**config.mk**
```make
export PLATFORM = sky130hd
export DESIGN_NAME = imm_pack
export DESIGN_NICKNAME = d
export VERILOG_FILES = /design/src/rtl/imm_pack.sv
export SDC_FILE = /design/constraint.sdc
export NUM_CORES = 1
export LEC_CHECK = 0
export CORE_UTILIZATION = 42
export DETAILED_ROUTE_END_ITERATION = 6
export PLACE_DENSITY = 0.92
export RECOVER_POWER = 100
export SKIP_LAST_GASP = 1
export SLEW_MARGIN = 20
export SYNTH_ARGS = -nofsm -noshare
export SYNTH_HDL_FRONTEND = slang
export SYNTH_SLANG_ARGS = --single-unit
```
**constraint.sdc**
```tcl
create_clock -name clk_i -period 1.9 [get_ports clk_i]
set_input_delay 0.38 -clock clk_i [delete_from_list [all_inputs] [get_ports clk_i]]
set_output_delay 0.38 -clock clk_i [all_outputs]
set_load 0.005 [all_outputs]
```
**src/rtl/imm_pack.sv**
```systemverilog
// rtl/imm_pack.sv - immediate range check and instruction-field packer with a one-slot output register
// Optional error counter: define IMM_PACK_ERRCNT_EN.
module imm_pack #(
  parameter int CNT_W = 8
) (
  input  logic             clk_i,
  input  logic             rst_n_i,
  input  logic             in_valid_i,
  output logic             in_ready_o,
  input  logic [31:0]      imm_i,
  input  logic [2:0]       sext_op_i,
  output logic             out_valid_o,
  input  logic             out_ready_i,
  output logic [24:0]      inst_o,
  output logic             err_o,
  output logic [CNT_W-1:0] err_cnt_o
);

  typedef enum logic {EMPTY, FULL} state_t;

  state_t      state_q, state_d;
  logic [24:0] inst_q, inst_d;
  logic        err_q, err_d;
  logic [24:0] pk_inst;
  logic        pk_err;
  logic        accept;
  logic        pop;

  // Bit positions are relative to inst[7]: inst_o[k] carries inst[k+7].
  always_comb begin
    pk_inst = '0;
    pk_err  = 1'b0;
    case (sext_op_i)
      3'b000: begin
        pk_err         = !((&imm_i[31:11]) || !(|imm_i[31:11]));
        pk_inst[24:13] = imm_i[11:0];
      end
      3'b001: begin
        pk_err         = !((&imm_i[31:11]) || !(|imm_i[31:11]));
        pk_inst[24:18] = imm_i[11:5];
        pk_inst[4:0]   = imm_i[4:0];
      end
      3'b010: begin
        pk_err         = !((&imm_i[31:12]) || !(|imm_i[31:12])) || imm_i[0];
        pk_inst[24]    = imm_i[12];
        pk_inst[23:18] = imm_i[10:5];
        pk_inst[4:1]   = imm_i[4:1];
        pk_inst[0]     = imm_i[11];
      end
      3'b011: begin
        pk_err         = |imm_i[11:0];
        pk_inst[24:5]  = imm_i[31:12];
      end
      3'b100: begin
        pk_err         = !((&imm_i[31:20]) || !(|imm_i[31:20])) || imm_i[0];
        pk_inst[24]    = imm_i[20];
        pk_inst[23:14] = imm_i[10:1];
        pk_inst[13]    = imm_i[11];
        pk_inst[12:5]  = imm_i[19:12];
      end
      default: pk_err = 1'b1;
    endcase
    if (pk_err) begin
      pk_inst = '0;
    end
  end

  assign in_ready_o = (state_q == EMPTY) || out_ready_i;
  assign accept     = in_valid_i && in_ready_o;
  assign pop        = (state_q == FULL) && out_ready_i;

  always_ff @(posedge clk_i or negedge rst_n_i) begin
    if (!rst_n_i) begin
      state_q <= EMPTY;
      inst_q  <= '0;
      err_q   <= 1'b0;
    end else begin
      state_q <= state_d;
      inst_q  <= inst_d;
      err_q   <= err_d;
    end
  end

  always_comb begin
    state_d = state_q;
    inst_d  = inst_q;
    err_d   = err_q;
    case (state_q)
      EMPTY:   if (accept) state_d = FULL;
      FULL:    if (pop && !accept) state_d = EMPTY;
      default: state_d = EMPTY;
    endcase
    if (accept) begin
      inst_d = pk_inst;
      err_d  = pk_err;
    end
  end

  always_comb begin
    out_valid_o = (state_q == FULL);
    inst_o      = inst_q;
    err_o       = err_q;
  end

`ifdef IMM_PACK_ERRCNT_EN
  logic [CNT_W-1:0] cnt_q, cnt_d;

  always_ff @(posedge clk_i or negedge rst_n_i) begin
    if (!rst_n_i) begin
      cnt_q <= '0;
    end else begin
      cnt_q <= cnt_d;
    end
  end

  // Saturate rather than wrap so a long error burst never reads as few errors.
  always_comb begin
    cnt_d = cnt_q;
    if (accept && pk_err && (cnt_q != {CNT_W{1'b1}})) begin
      cnt_d = cnt_q + {{(CNT_W-1){1'b0}}, 1'b1};
    end
  end

  assign err_cnt_o = cnt_q;
`else
  assign err_cnt_o = '0;
`endif

endmodule

```
== Word-level counts from Yosys, hierarchy flattened ==
Cells that the tools add are included.

* Mux-type cells: 9
* Bitwise logic cells: 1
* Equality and inequality tests: 4
* Reductions and logical operators: 26

{| class="wikitable"
|+ Operators by type and width
! operator !! number
|-
| case mux 7 bit (4 select lines) || 1
|-
| two-way mux 25 bit || 1
|-
| OR reduction 12 bit || 2
|-
| AND reduction 21 bit || 1
|-
| OR reduction 21 bit || 1
|-
| AND reduction 20 bit || 1
|-
| OR reduction 20 bit || 1
|-
| case mux 5 bit (3 select lines) || 1
|-
| AND reduction 12 bit || 1
|-
| case mux 5 bit (2 select lines) || 1
|-
| two-way mux 8 bit || 1
|-
| zero test 1 bit || 7
|-
| == test 3 x 2 -> 1 bit, second input constant || 2
|-
| logical OR 1 bit || 6
|-
| case mux 1 bit (4 select lines) || 1
|-
| OR reduction 2 bit || 2
|-
| == test 3 x 1 -> 1 bit, second input constant || 1
|-
| == test 3 bit, second input constant || 1
|-
| logical AND 1 bit || 3
|-
| zero test 3 bit || 1
|-
| two-way mux 1 bit || 2
|-
| case mux 1 bit (2 select lines) || 1
|-
| inverter 1 bit || 1
|}

* Register bits after elaboration: 27
* Logic and storage cells: 43
* Input port bits: 39
* Output and inout port bits: 36

== Depth between registers and ports, before layout ==
* Depth after elaboration: 7
* Mapped depth: 7
* Gate-level depth less buffers: 5

== Least setup slack after synthesis ==
No wires, ideal clock.

* Kind: input -> register
* From: input port sext_op_i[0]
* To: register err_q, in the netlist err_o
* Required time: 1776 ps
* Cell stages on the path: 7
* Buffers on the path: 2
* Library setup time: 124 ps
* Path slack: 132 ps
* Arrival time: 1644 ps
* Cells stage by stage: buf_2 -> nor2_2 -> a22oi_1 -> o31ai_1 -> o21ai_1 -> buf_2 -> o31a_1

* Longest elaborated chain between the ends: 3
* Elaborated cells between the ends (all ways): 7
* Those cells by class: eq/ne (4); mux (1); reduce/logical (2)

{| class="wikitable"
|+ RTL lines
! item !! line !! RTL
|-
| start, declared || 11 || <nowiki>input logic [2:0] sext_op_i,</nowiki>
|-
| == test 3 x 1 -> 1 bit or zero test 3 bit (tied branches) || 33 || <nowiki>case (sext_op_i)</nowiki>
|-
| OR reduction 2 bit (no line) || -- ||
|-
| case mux 1 bit (4 select lines) (*) || 33 ||
|-
| end signal, assigned || 80 || <nowiki>err_q <= err_d;</nowiki>
|-
| end, declared || 23 || <nowiki>logic err_q, err_d;</nowiki>
|}

Mark *: on every way between the ends. The rest lies on a longest branch, timed or not.
A chain may end at the register's enable or synchronous reset.

== Final worst setup path ==
* From: input port imm_i[26]
* To: register inst_q[18], in the netlist inst_o[18]

* Longest elaborated chain between the ends: 7
* Elaborated cells between the ends (all ways): 19
* Those cells by class: mux (2); reduce/logical (17)

{| class="wikitable"
|+ RTL lines
! item !! line !! RTL
|-
| start, declared || 10 || <nowiki>input logic [31:0] imm_i,</nowiki>
|-
| OR reduction 20 bit or OR reduction 12 bit (tied branches) || 44, 55 ||
|-
| zero test 1 bit (on tied branches) || 44, 55 ||
|-
| logical OR 1 bit (on tied branches) || 44, 55 ||
|-
| zero test 1 bit (on tied branches) || 44, 55 ||
|-
| logical OR 1 bit (on tied branches) || 44, 55 ||
|-
| case mux 1 bit (4 select lines) (*) || 33 ||
|-
| two-way mux 25 bit (*) || 63 || <nowiki>if (pk_err) begin</nowiki>
|-
| end signal, assigned || 79 || <nowiki>inst_q <= inst_d;</nowiki>
|-
| end, declared || 22 || <nowiki>logic [24:0] inst_q, inst_d;</nowiki>
|}

Marked as above.

==> impl_metrics.env <==
export IMPL_die_x_um=65.6
export IMPL_cts_buffer_depth=2
export IMPL_dp_cells=325
export IMPL_period_share_pct=99.6
export IMPL_core_area_mm2=0.00377
export IMPL_cts_hold_buffers=0
export IMPL_ant_nets=0
export IMPL_synth_xor_area_share_pct=0
export IMPL_grt_max_degree=28
export IMPL_p_leak_nw=1.43
export IMPL_drt_first_pass_iters=4
export IMPL_drv_cap=0
export IMPL_yosys_warnings=0
export IMPL_num_fill_cells=247
export IMPL_pwr_share_clk_pct=23.1
export IMPL_gp_congestion=0.986
export IMPL_synth_adder_area_share_pct=0.589
export IMPL_grt_pass1_vias=1901
export IMPL_grt_ovfl_total=0
export IMPL_hold_path_class="in -> reg"
export IMPL_cts_sinks=27
export IMPL_tightest_slew_ps=664
export IMPL_cts_clk_slew_worst_paths_ps=90
export IMPL_start_util_pct=45.1
export IMPL_synth_edf_count=0
export IMPL_slowest_delay_ps=430
export IMPL_crit_path_max_fanout=6
export IMPL_setup_violations_final=0
export IMPL_grt_antenna_before_repair=0
export IMPL_power_frac_seq_pct=43.8
export IMPL_yosysSeqAreaShare_pct=39.7
export IMPL_drt_total_wl_mm=6.06
export IMPL_grt_first_pass_wirelength_mm=9.15
export IMPL_vias=1942
export IMPL_ios=75
export IMPL_die_area_mm2=0.00431
export IMPL_p_comb_share_pct=33.1
export IMPL_io_buffers=66
export IMPL_antenna_cells=0
export IMPL_synth_area_mm2=0.00170
export IMPL_reg2reg_depth=4
export IMPL_crit_path_end_kind="register"
export IMPL_cp_arrival_ps=2060
export IMPL_ys_ff_latch=27
export IMPL_worst_path_buf_inv=2
export IMPL_synth_compound_area_share_pct=26.5
export IMPL_die_y_um=65.6
export IMPL_synthDistinctLibCells=40
export IMPL_route_detailed_drc=0
export IMPL_drt_iter0_drc=146
export IMPL_path_depth=7
export IMPL_cp_slowest_cell="or3_4"
export IMPL_max_freq_ghz=0.528
export IMPL_cellPowerDensity_mw_per_mm2=482
export IMPL_placementRows=22
export IMPL_routed_via_density=5.76
export IMPL_critPathKind="in -> reg"
export IMPL_slew_viol_final=0
export IMPL_start_kind="input pin"
export IMPL_power_mw=1.40
export IMPL_pre_cts_ws_ps=-644
export IMPL_hpwl_mm=3.99
export IMPL_critPathCapture="inst_o[18]"
export IMPL_synth_top_family_by_area="compound AO/OA/AOI/OAI gates"
export IMPL_layout_min_cycle_time_ps=1890
export IMPL_status="finished clean"
export IMPL_syn_area_per_cell_um2=9.29
export IMPL_skew_ps=1.91
export IMPL_switchingPower_mw=0.427
export IMPL_synthArstFlopShare_pct=100
export IMPL_stdcell_count=337
export IMPL_rr_endpoint="inst_o[20]"
export IMPL_clk_insertion_delay_late_ps=270
export IMPL_hold_violations=0
export IMPL_vdd_drop_max_mv=0.297
export IMPL_nets=329
export IMPL_critPathLaunch="imm_i[26]"
export IMPL_routedWlPerCell_um=18.0
export IMPL_area_growth_pct=71.3
export IMPL_critPathTopFamily="compound AO/OA/AOI/OAI gates"
export IMPL_cts_buffers=3
export IMPL_cp_required_ps=2070
export IMPL_post_route_util_pct=77.2
export IMPL_drive_above_1_share_pct=34.3
export IMPL_syn_inst=183
export IMPL_synthMuxAreaShare_pct=1.84
export IMPL_intPower_mw=0.977
export IMPL_htree_levels=1
export IMPL_cts_tree="built"
export IMPL_r2r_start="out_valid_o"
export IMPL_synth_simple_area_share_pct=23.3
export IMPL_grt_usage_pct=28.1
export IMPL_cts_root_buf="clkbuf_8"
export IMPL_maxSlewHeadroom_pct=55.7
export IMPL_fin_ws_ps=6.85
export IMPL_regToRegSetupSlack_ps=470
export IMPL_swShare_pct=30.4
export IMPL_synth_ff_type="dfrtp_1"
export IMPL_cp_cell_sequence="clkdlybuf4s15_1 > nand4_1 > or3_4 > o221a_4 > a21o_4 > buf_4 > o41ai_2"
export IMPL_hold_ws_ps=422
[per-layer routing]
metal	GRT usage (%)	share of wire [%]	vias to the layer above
li1	-	-	879
met1	36.0	38	936
met2	45.7	51	110
met3	4.69	7.6	17
met4	13.6	2.6	0
met5	0	0	-
[worst register-to-register path, cell delays in order (launching register included)]
cell and delay [ps]:
dfrtp_1 410, nand2b_4 90, nand2_1 140, buf_4 290, o41ai_4 390
[worst min-delay path by stage]
stage / slack [ps] / start / to / depth (start not counted)
after CTS: 490 / rst_n_i / inst_o[1] / 2
after detailed placement: 470 / inst_o[6] / inst_o[6] / 2
after global routing: 420 / imm_i[15] / inst_o[8] / 3
final: 420 / imm_i[15] / inst_o[8] / 3
after floorplan: 80 / rst_n_i / err_o / 0
after global placement: 460 / inst_o[6] / inst_o[6] / 2
[per-stage QoR]
stage / cell area (um^2) / setup TNS (ps)
final: 2910 / 0
after global routing: 2910 / -232
after CTS: 2820 / -7.50
after detailed placement: 2630 / -13360
after global placement: 2630 / -10510
after floorplan: 1730 / 0
[registers in the layout, indices dropped and copies added (netlist names)]
register,cells
err_o,1
inst_o,25
out_valid_o,1
[cells in the mapped netlist, drive strengths merged, types with 2 or more instances]
cell type	n	area, um^2
nor2b	9	56.3
inv	5	18.8
buf	15	98.9
or3	2	17.5
a22oi	3	22.5
nand2	30	113
nand3	10	50.1
nor3	2	10.0
nand2b	3	18.8
dfrtp	27	676
o41ai	12	188
nor2	4	17.5
nand4	6	37.5
a211oi	2	20.0
o31ai	6	45.0
a21oi	7	35.0
clkbuf	4	15.0
mux2i	2	20.0
o21ai	11	55.1
nor4	7	43.8
and2	3	18.8
a32oi	4	35.0
[cell type report]
cell class / instances / area [um^2] / share of cell area (%)
Multi-Input combinational cell: 139 / 1130 / 38.8
Timing Repair Buffer: 114 / 983 / 33.8
Sequential cell: 27 / 676 / 23.2
Tap cell: 48 / 60.1 / 2.06
Clock buffer: 4 / 45.0 / 1.55
Inverter: 5 / 18.8 / 0.644
[timing repair]
item	CTS	global route
gates cloned	1	1
resized for setup	44	47
setup endpoints to repair	27	26
pin swaps	18	14
buffers inserted	4	3
[power by group through the flow]
stage	combinational, mW	sequential [mW]	clock, mW
5_1_grt	0.496	0.618	0.353
2_1_floorplan	0.159	0.628	0
3_3_place_gp	0.394	0.626	0
6_report	0.465	0.615	0.324
3_5_place_dp	0.405	0.627	0
4_1_cts	0.432	0.616	0.325
[placed cells by master, fill, tap and decap left out, types with 4 or more instances in the layout]
cell type | Yosys | layout
a21oi_1 | 7 | 7
buf_4 | 8 | 40
conb_1 | 1 | 8
clkbuf_2 | 0 | 14
clkdlybuf4s15_1 | 0 | 4
buf_6 | 1 | 4
nand2_1 | 30 | 30
o21ai_0 | 10 | 9
dfrtp_1 | 27 | 27
dlygate4sd2_1 | 0 | 6
o41ai_4 | 0 | 8
clkdlybuf4s50_1 | 0 | 13
nor2b_1 | 9 | 8
nand4_1 | 6 | 6
inv_1 | 5 | 5
o41ai_2 | 11 | 4
nor4_2 | 0 | 7
nand3_1 | 10 | 9
dlygate4sd3_1 | 0 | 28
o31ai_1 | 6 | 5
a32oi_1 | 4 | 4
[logic make-up (layout without fill, tap and decap cells)]
| group | Yosys count | in the layout |
|---|---|---|
| multiplexers | 3 | 3 |
| AO/OA/AOI/OAI | 49 | 49 |
| buffers and inverters | 24 | 123 |
| other | 1 | 8 |
| AND/OR/NAND/NOR | 78 | 78 |
| flip-flops | 27 | 27 |
| adder cells (fa/ha/maj) | 1 | 1 |
No activity file was read; power rests on OpenSTA's default activity.
